==> src/rtl/cordic_pkg.sv <==
// Shared constants for the pipelined CORDIC: mode encoding, arctangent table,
// and the shift-add terms used for 1/K gain compensation.
package cordic_pkg;

    typedef enum logic {
        MODE_ROT = 1'b0,
        MODE_VEC = 1'b1
    } mode_e;

    // round(atan(2^-i) * 2^32 / (2*pi)); narrower widths are rounded from this.
    localparam logic [31:0] ATAN_TAB32 [0:31] = '{
        32'd536870912, 32'd316933406, 32'd167458907, 32'd85004756,
        32'd42667331,  32'd21354465,  32'd10679838,  32'd5340245,
        32'd2670163,   32'd1335087,   32'd667544,    32'd333772,
        32'd166886,    32'd83443,     32'd41722,     32'd20861,
        32'd10430,     32'd5215,      32'd2608,      32'd1304,
        32'd652,       32'd326,       32'd163,       32'd81,
        32'd41,        32'd20,        32'd10,        32'd5,
        32'd3,         32'd1,         32'd1,         32'd0
    };

    // 1/K ~= 2^-1 + 2^-3 - 2^-6 - 2^-9 - 2^-12 + 2^-14 = 0.607239
    localparam int unsigned GC_TERMS = 6;
    localparam int unsigned GC_SHIFT [0:GC_TERMS-1] = '{1, 3, 6, 9, 12, 14};
    localparam bit          GC_NEG   [0:GC_TERMS-1] = '{1'b0, 1'b0, 1'b1, 1'b1, 1'b1, 1'b0};
    localparam int unsigned GC_FRAC  = 14;

    function automatic logic [31:0] atan_angle(input int unsigned i, input int unsigned width);
        logic [32:0] t;
        if (i > 31) return '0;
        if (width >= 32) return ATAN_TAB32[i];
        t = {1'b0, ATAN_TAB32[i]} + (33'd1 << (31 - width));
        return 32'(t >> (32 - width));
    endfunction

endpackage

==> src/rtl/cordic_stage.sv <==
// One registered CORDIC micro-rotation: shift by SHIFT, table angle ANGLE,
// direction chosen from z sign (rotation) or y sign (vectoring).
module cordic_stage
    import cordic_pkg::*;
#(
    parameter int          WIDTH = 16,
    parameter int          SHIFT = 0,
    parameter logic [31:0] ANGLE = '0
) (
    input  logic             clk,
    input  logic             rst,
    input  logic             en,
    input  logic             valid_in,
    input  logic             mode_in,
    input  logic [WIDTH-1:0] x_in,
    input  logic [WIDTH-1:0] y_in,
    input  logic [WIDTH-1:0] z_in,
    output logic             valid_out,
    output logic             mode_out,
    output logic [WIDTH-1:0] x_out,
    output logic [WIDTH-1:0] y_out,
    output logic [WIDTH-1:0] z_out
);

    logic signed [WIDTH-1:0] dx;
    logic signed [WIDTH-1:0] dy;
    logic [WIDTH-1:0]        angle;
    logic                    sigma;

    assign dx    = $signed(y_in) >>> SHIFT;
    assign dy    = $signed(x_in) >>> SHIFT;
    assign angle = ANGLE[WIDTH-1:0];
    assign sigma = (mode_in == MODE_VEC) ? ~y_in[WIDTH-1] : z_in[WIDTH-1];

    always_ff @(posedge clk or posedge rst) begin
        if (rst) begin
            valid_out <= 1'b0;
            mode_out  <= 1'b0;
            x_out     <= '0;
            y_out     <= '0;
            z_out     <= '0;
        end else if (en) begin
            valid_out <= valid_in;
            mode_out  <= mode_in;
            if (sigma) begin
                x_out <= x_in + dx;
                y_out <= y_in - dy;
                z_out <= z_in + angle;
            end else begin
                x_out <= x_in - dx;
                y_out <= y_in + dy;
                z_out <= z_in - angle;
            end
        end
    end

endmodule

==> src/rtl/cordic_pipe.sv <==
// Fully pipelined CORDIC with valid/ready streaming and a global stall.
// Optional 1/K output stage is compiled in with CORDIC_GAIN_COMP_EN.
module cordic_pipe
    import cordic_pkg::*;
#(
    parameter int WIDTH = 16,
    parameter int ITER  = 12
) (
    input  logic             clk,
    input  logic             rst,
    input  logic             in_valid,
    output logic             in_ready,
    input  logic             in_mode,
    input  logic [WIDTH-1:0] x_in,
    input  logic [WIDTH-1:0] y_in,
    input  logic [WIDTH-1:0] z_in,
    output logic             out_valid,
    input  logic             out_ready,
    output logic [WIDTH-1:0] x_out,
    output logic [WIDTH-1:0] y_out,
    output logic [WIDTH-1:0] z_out,
    output logic             out_mode
);

    logic             adv;
    logic             v_s [0:ITER];
    logic             m_s [0:ITER];
    logic [WIDTH-1:0] x_s [0:ITER];
    logic [WIDTH-1:0] y_s [0:ITER];
    logic [WIDTH-1:0] z_s [0:ITER];

    // Whole pipe moves or holds together, bubbles included.
    assign adv      = ~out_valid | out_ready;
    assign in_ready = adv & ~rst;

    assign v_s[0] = in_valid;
    assign m_s[0] = in_mode;
    assign x_s[0] = x_in;
    assign y_s[0] = y_in;
    assign z_s[0] = z_in;

    for (genvar i = 0; i < ITER; i++) begin : g_stage
        cordic_stage #(
            .WIDTH (WIDTH),
            .SHIFT (i),
            .ANGLE (atan_angle(i, WIDTH))
        ) u_stage (
            .clk       (clk),
            .rst       (rst),
            .en        (adv),
            .valid_in  (v_s[i]),
            .mode_in   (m_s[i]),
            .x_in      (x_s[i]),
            .y_in      (y_s[i]),
            .z_in      (z_s[i]),
            .valid_out (v_s[i+1]),
            .mode_out  (m_s[i+1]),
            .x_out     (x_s[i+1]),
            .y_out     (y_s[i+1]),
            .z_out     (z_s[i+1])
        );
    end

`ifdef CORDIC_GAIN_COMP_EN
    localparam int EXT = WIDTH + GC_FRAC;

    logic signed [EXT-1:0] xe, ye, xc, yc;

    // Extra fraction bits keep the shifted partial terms from truncating early.
    always_comb begin
        xe = {x_s[ITER], {GC_FRAC{1'b0}}};
        ye = {y_s[ITER], {GC_FRAC{1'b0}}};
        xc = '0;
        yc = '0;
        for (int unsigned k = 0; k < GC_TERMS; k++) begin
            if (GC_NEG[k]) begin
                xc = xc - (xe >>> GC_SHIFT[k]);
                yc = yc - (ye >>> GC_SHIFT[k]);
            end else begin
                xc = xc + (xe >>> GC_SHIFT[k]);
                yc = yc + (ye >>> GC_SHIFT[k]);
            end
        end
    end

    always_ff @(posedge clk or posedge rst) begin
        if (rst) begin
            out_valid <= 1'b0;
            out_mode  <= 1'b0;
            x_out     <= '0;
            y_out     <= '0;
            z_out     <= '0;
        end else if (adv) begin
            out_valid <= v_s[ITER];
            out_mode  <= m_s[ITER];
            x_out     <= xc[EXT-1:GC_FRAC];
            y_out     <= yc[EXT-1:GC_FRAC];
            z_out     <= z_s[ITER];
        end
    end
`else
    assign out_valid = v_s[ITER];
    assign out_mode  = m_s[ITER];
    assign x_out     = x_s[ITER];
    assign y_out     = y_s[ITER];
    assign z_out     = z_s[ITER];
`endif

endmodule

==> config.mk <==
export PLATFORM = sky130hd
export DESIGN_NAME = cordic_pipe
export DESIGN_NICKNAME = d
export VERILOG_FILES = /design/src/rtl/cordic_pkg.sv /design/src/rtl/cordic_stage.sv /design/src/rtl/cordic_pipe.sv
export SDC_FILE = /design/constraint.sdc
export NUM_CORES = 2
export LEC_CHECK = 0
export ABC_AREA = 1
export BUFFER_PORTS_ARGS = -buffer_cell sky130_fd_sc_hd__buf_4
export CORE_MARGIN = 2
export CORE_UTILIZATION = 30
export DETAILED_ROUTE_END_ITERATION = 10
export GPL_TIMING_DRIVEN = 1
export HOLD_SLACK_MARGIN = 0.1
export PLACE_DENSITY = 0.41
export SYNTH_ARGS = -nofsm -noshare
export SYNTH_HDL_FRONTEND = slang
export SYNTH_SLANG_ARGS = --single-unit
==> constraint.sdc <==
create_clock -name clk -period 27.4 [get_ports clk]
set_clock_uncertainty 0.15 [all_clocks]
set_input_delay 5.48 -clock clk [delete_from_list [all_inputs] [get_ports clk]]
set_output_delay 5.48 -clock clk [all_outputs]
set_load 0.01 [all_outputs]
==> results_dict.tcl <==
set metrics [dict create \
    io_pins 104 \
    hold_violations 0 \
    critPathArrivalTime_ns 6.27 \
    cts_hold_buf 0 \
    synthDistinctLibCells 54 \
    setup.worst_path.end "in_ready" \
    core_area_sq_mm 0.1837 \
    port_buffers 103 \
    async_reset_ff_share_pct 100.0 \
    post-route-min-period_ns 11.90 \
    track_usage_pct 19.15 \
    hp-class "register to register" \
    yosys.area_share.simple_pct 29.46 \
    drc 0 \
    root_buffer "clkbuf_16" \
    ctsResizeCount 0 \
    firstDrtPassIters 5 \
    post-dp-hpwl_microns 143400 \
    routabilityCongestion 0.8714 \
    chipWidth_microns 434.5 \
    synthMuxAreaShare_pct 0 \
    synthTopCellsByArea "dfrtp_1 (27%), nand2_1 (15%), ha_1 (13%)" \
    final.setup.worst_slack_ns 15.50 \
    worst-r2r-setup-slack_ns 22.71 \
    grtUsageMet2_pct 31.64 \
    synth_top_family_by_area "simple AND/OR/NAND/NOR gates" \
    grtUsageMet3_pct 1.811 \
    grt_overflow 0 \
    synth_xor_area_share_pct 6.134 \
    cp-end-kind "output port" \
    dieArea_sq_mm 0.1888 \
    setup.worst_path.start "out_ready" \
    cp-start-kind "input pin" \
    synth_fp_nets 8873 \
    grt_max_degree 218 \
    r2r-end "g_stage[3].u_stage.x_out[15]$_DFFE_PP0N_" \
    synthAdderAreaFrac_pct 14.70 \
    cp_max_fo 3 \
    yosysSeqAreaShare_pct 26.96 \
    synthFlopType "dfrtp_1" \
    num_vias 52030 \
    setup_violations 0 \
    syn_inst 8189 \
    cts.sinks 599 \
    rsz0062_at_grt "false" \
    htree_levels 3 \
    post_synth_instance_area_sq_mm 0.05559 \
    grt_pass1_wl_microns 289300 \
    max_cap_viol_count 0 \
    grt_pass1_vias 51120 \
    finalSetupTns_ns 0 \
    required_ns 21.77 \
    holdWs_ns 0.3016 \
    tritoncts "yes" \
    grt_antenna_before_repair 5 \
    drt_iter0_drc 3238 \
    synth_top_cell_area_share_pct 26.96 \
    rows 157 \
    avgSynthCellArea_sq_um 6.788 \
    gr-usage-met1_pct 26.85 \
    cts.clk_slew.worst_paths_ns 0.05 \
    finalCritPeriodShare_pct 43.43 \
    r2r_cells 18 \
    finalNetCount 8903 \
    stdcell_area_sq_mm 0.06168 \
    drive_gt1_share_pct 4.790 \
    wl_per_cell_microns 16.78 \
    via_per_inst 4.838 \
    area_delta_synth_final_pct 10.96 \
    path_class "input pin to output port" \
    synth_edf_count 0 \
    ant_nets 0 \
    cts-buffers-inserted 83 \
    wl_microns 180400 \
    clk_latency_ns 0.71 \
    die_h_microns 434.5 \
    start_util_pct 30.27 \
    status "completed" \
    final_max_slew_viol_count 0 \
    final_cell_mix "nand2_1 (2295), inv_1 (889), nor2_1 (680)" \
    synth_compound_area_share_pct 15.08 \
    cts_max_path_buffers 3 \
    fmax_mhz 84.03 \
    post_dp_cell_area_sq_mm 0.05881 \
    tightest_slew_ns 1.128 \
    synth_top_cell_by_area "dfrtp_1" \
    synth-seq-cells 599 \
    final_common_cell "nand2_1" \
    max_slew_margin_pct 24.80 \
    grt-busiest-layer "met2" \
    cts_setup_buffers 0 \
    r2r-start "g_stage[2].u_stage.y_out[15]$_DFFE_PP0N_" \
    dp_slack_ns 15.42 \
    ys_warn_count 0 \
]
layer usage:
metal	part of all wire (%)	up-vias	routed length, microns
met5	0	-	0
met4	2.3	0	4115
met3	2.6	170	4691
met2	46	684	82140
met1	50	24070	89480
li1	-	27110	-
cell families (layout without fill, tap and decap cells):
group,after synthesis,count (layout)
buf+inv,1084,1183
other cells,0,1
compound gates,1537,1537
simple gates,3953,3953
flops,599,599
xor+xnor,385,385
fa+ha+maj,631,631
critical path, stage by stage:
cell,delay [ns]
buf_4,0.12
nor2_4,0.41
nor2_1,0.08
buf_4,0.16
cell usage after synthesis (80+ instances only):
cell type,n
nor3_1,119
o21ai_0,608
xor2_1,239
nand2_1,2295
or2_2,80
dfrtp_1,599
o21bai_1,80
buf_2,118
nand3_1,656
ha_1,594
nor2_1,681
a31oi_1,132
xnor2_1,144
a21oi_1,587
inv_1,890
area by class of cell:
class / instances / area [sq um]
multi-input cells: 6506 / 36350
repair buffers: 126 / 983.4
well taps: 2464 / 3083
inverters: 903 / 3405
flip-flops and latches: 599 / 14990
diodes: 1 / 2.502
clock buffers: 114 / 2384
fillers: 20140 / 122000
clock inverters: 40 / 483.0
registers in the layout, summed over array words and instances, names as in the netlist:
register	flops
g_stage.u_stage.valid_out	12
g_stage.u_stage.mode_out	12
g_stage.u_stage.x_out	191
g_stage.u_stage.z_out	192
g_stage.u_stage.y_out	192
how the worst min path moves through the flow:
stage                                                          from                                         to  slack, ns  depth (start not counted)
after floorplan           g_stage[10].u_stage.valid_out$_DFFE_PP0N_  g_stage[11].u_stage.valid_out$_DFFE_PP0N_       0.27                          2
after global placement     g_stage[7].u_stage.valid_out$_DFFE_PP0N_   g_stage[8].u_stage.valid_out$_DFFE_PP0N_       0.31                          2
after detailed placement  g_stage[10].u_stage.valid_out$_DFFE_PP0N_  g_stage[11].u_stage.valid_out$_DFFE_PP0N_       0.30                          2
after CTS                 g_stage[10].u_stage.valid_out$_DFFE_PP0N_  g_stage[11].u_stage.valid_out$_DFFE_PP0N_       0.31                          2
after global routing      g_stage[10].u_stage.valid_out$_DFFE_PP0N_  g_stage[11].u_stage.valid_out$_DFFE_PP0N_       0.33                          2
final                     g_stage[10].u_stage.valid_out$_DFFE_PP0N_  g_stage[11].u_stage.valid_out$_DFFE_PP0N_       0.30                          2
metrics by stage:
stage / utilization, % / instances
floorplan: - / 8189
finish: 33.58 / 10750
global placement: 32.02 / 10600
CTS: 33.58 / 10750
detailed placement: 32.02 / 10600
global route: 33.58 / 10750
Power is left out: the tool's default activity adds up to more than one toggle a clock period on the data nets, which glitch-free logic cannot reach.
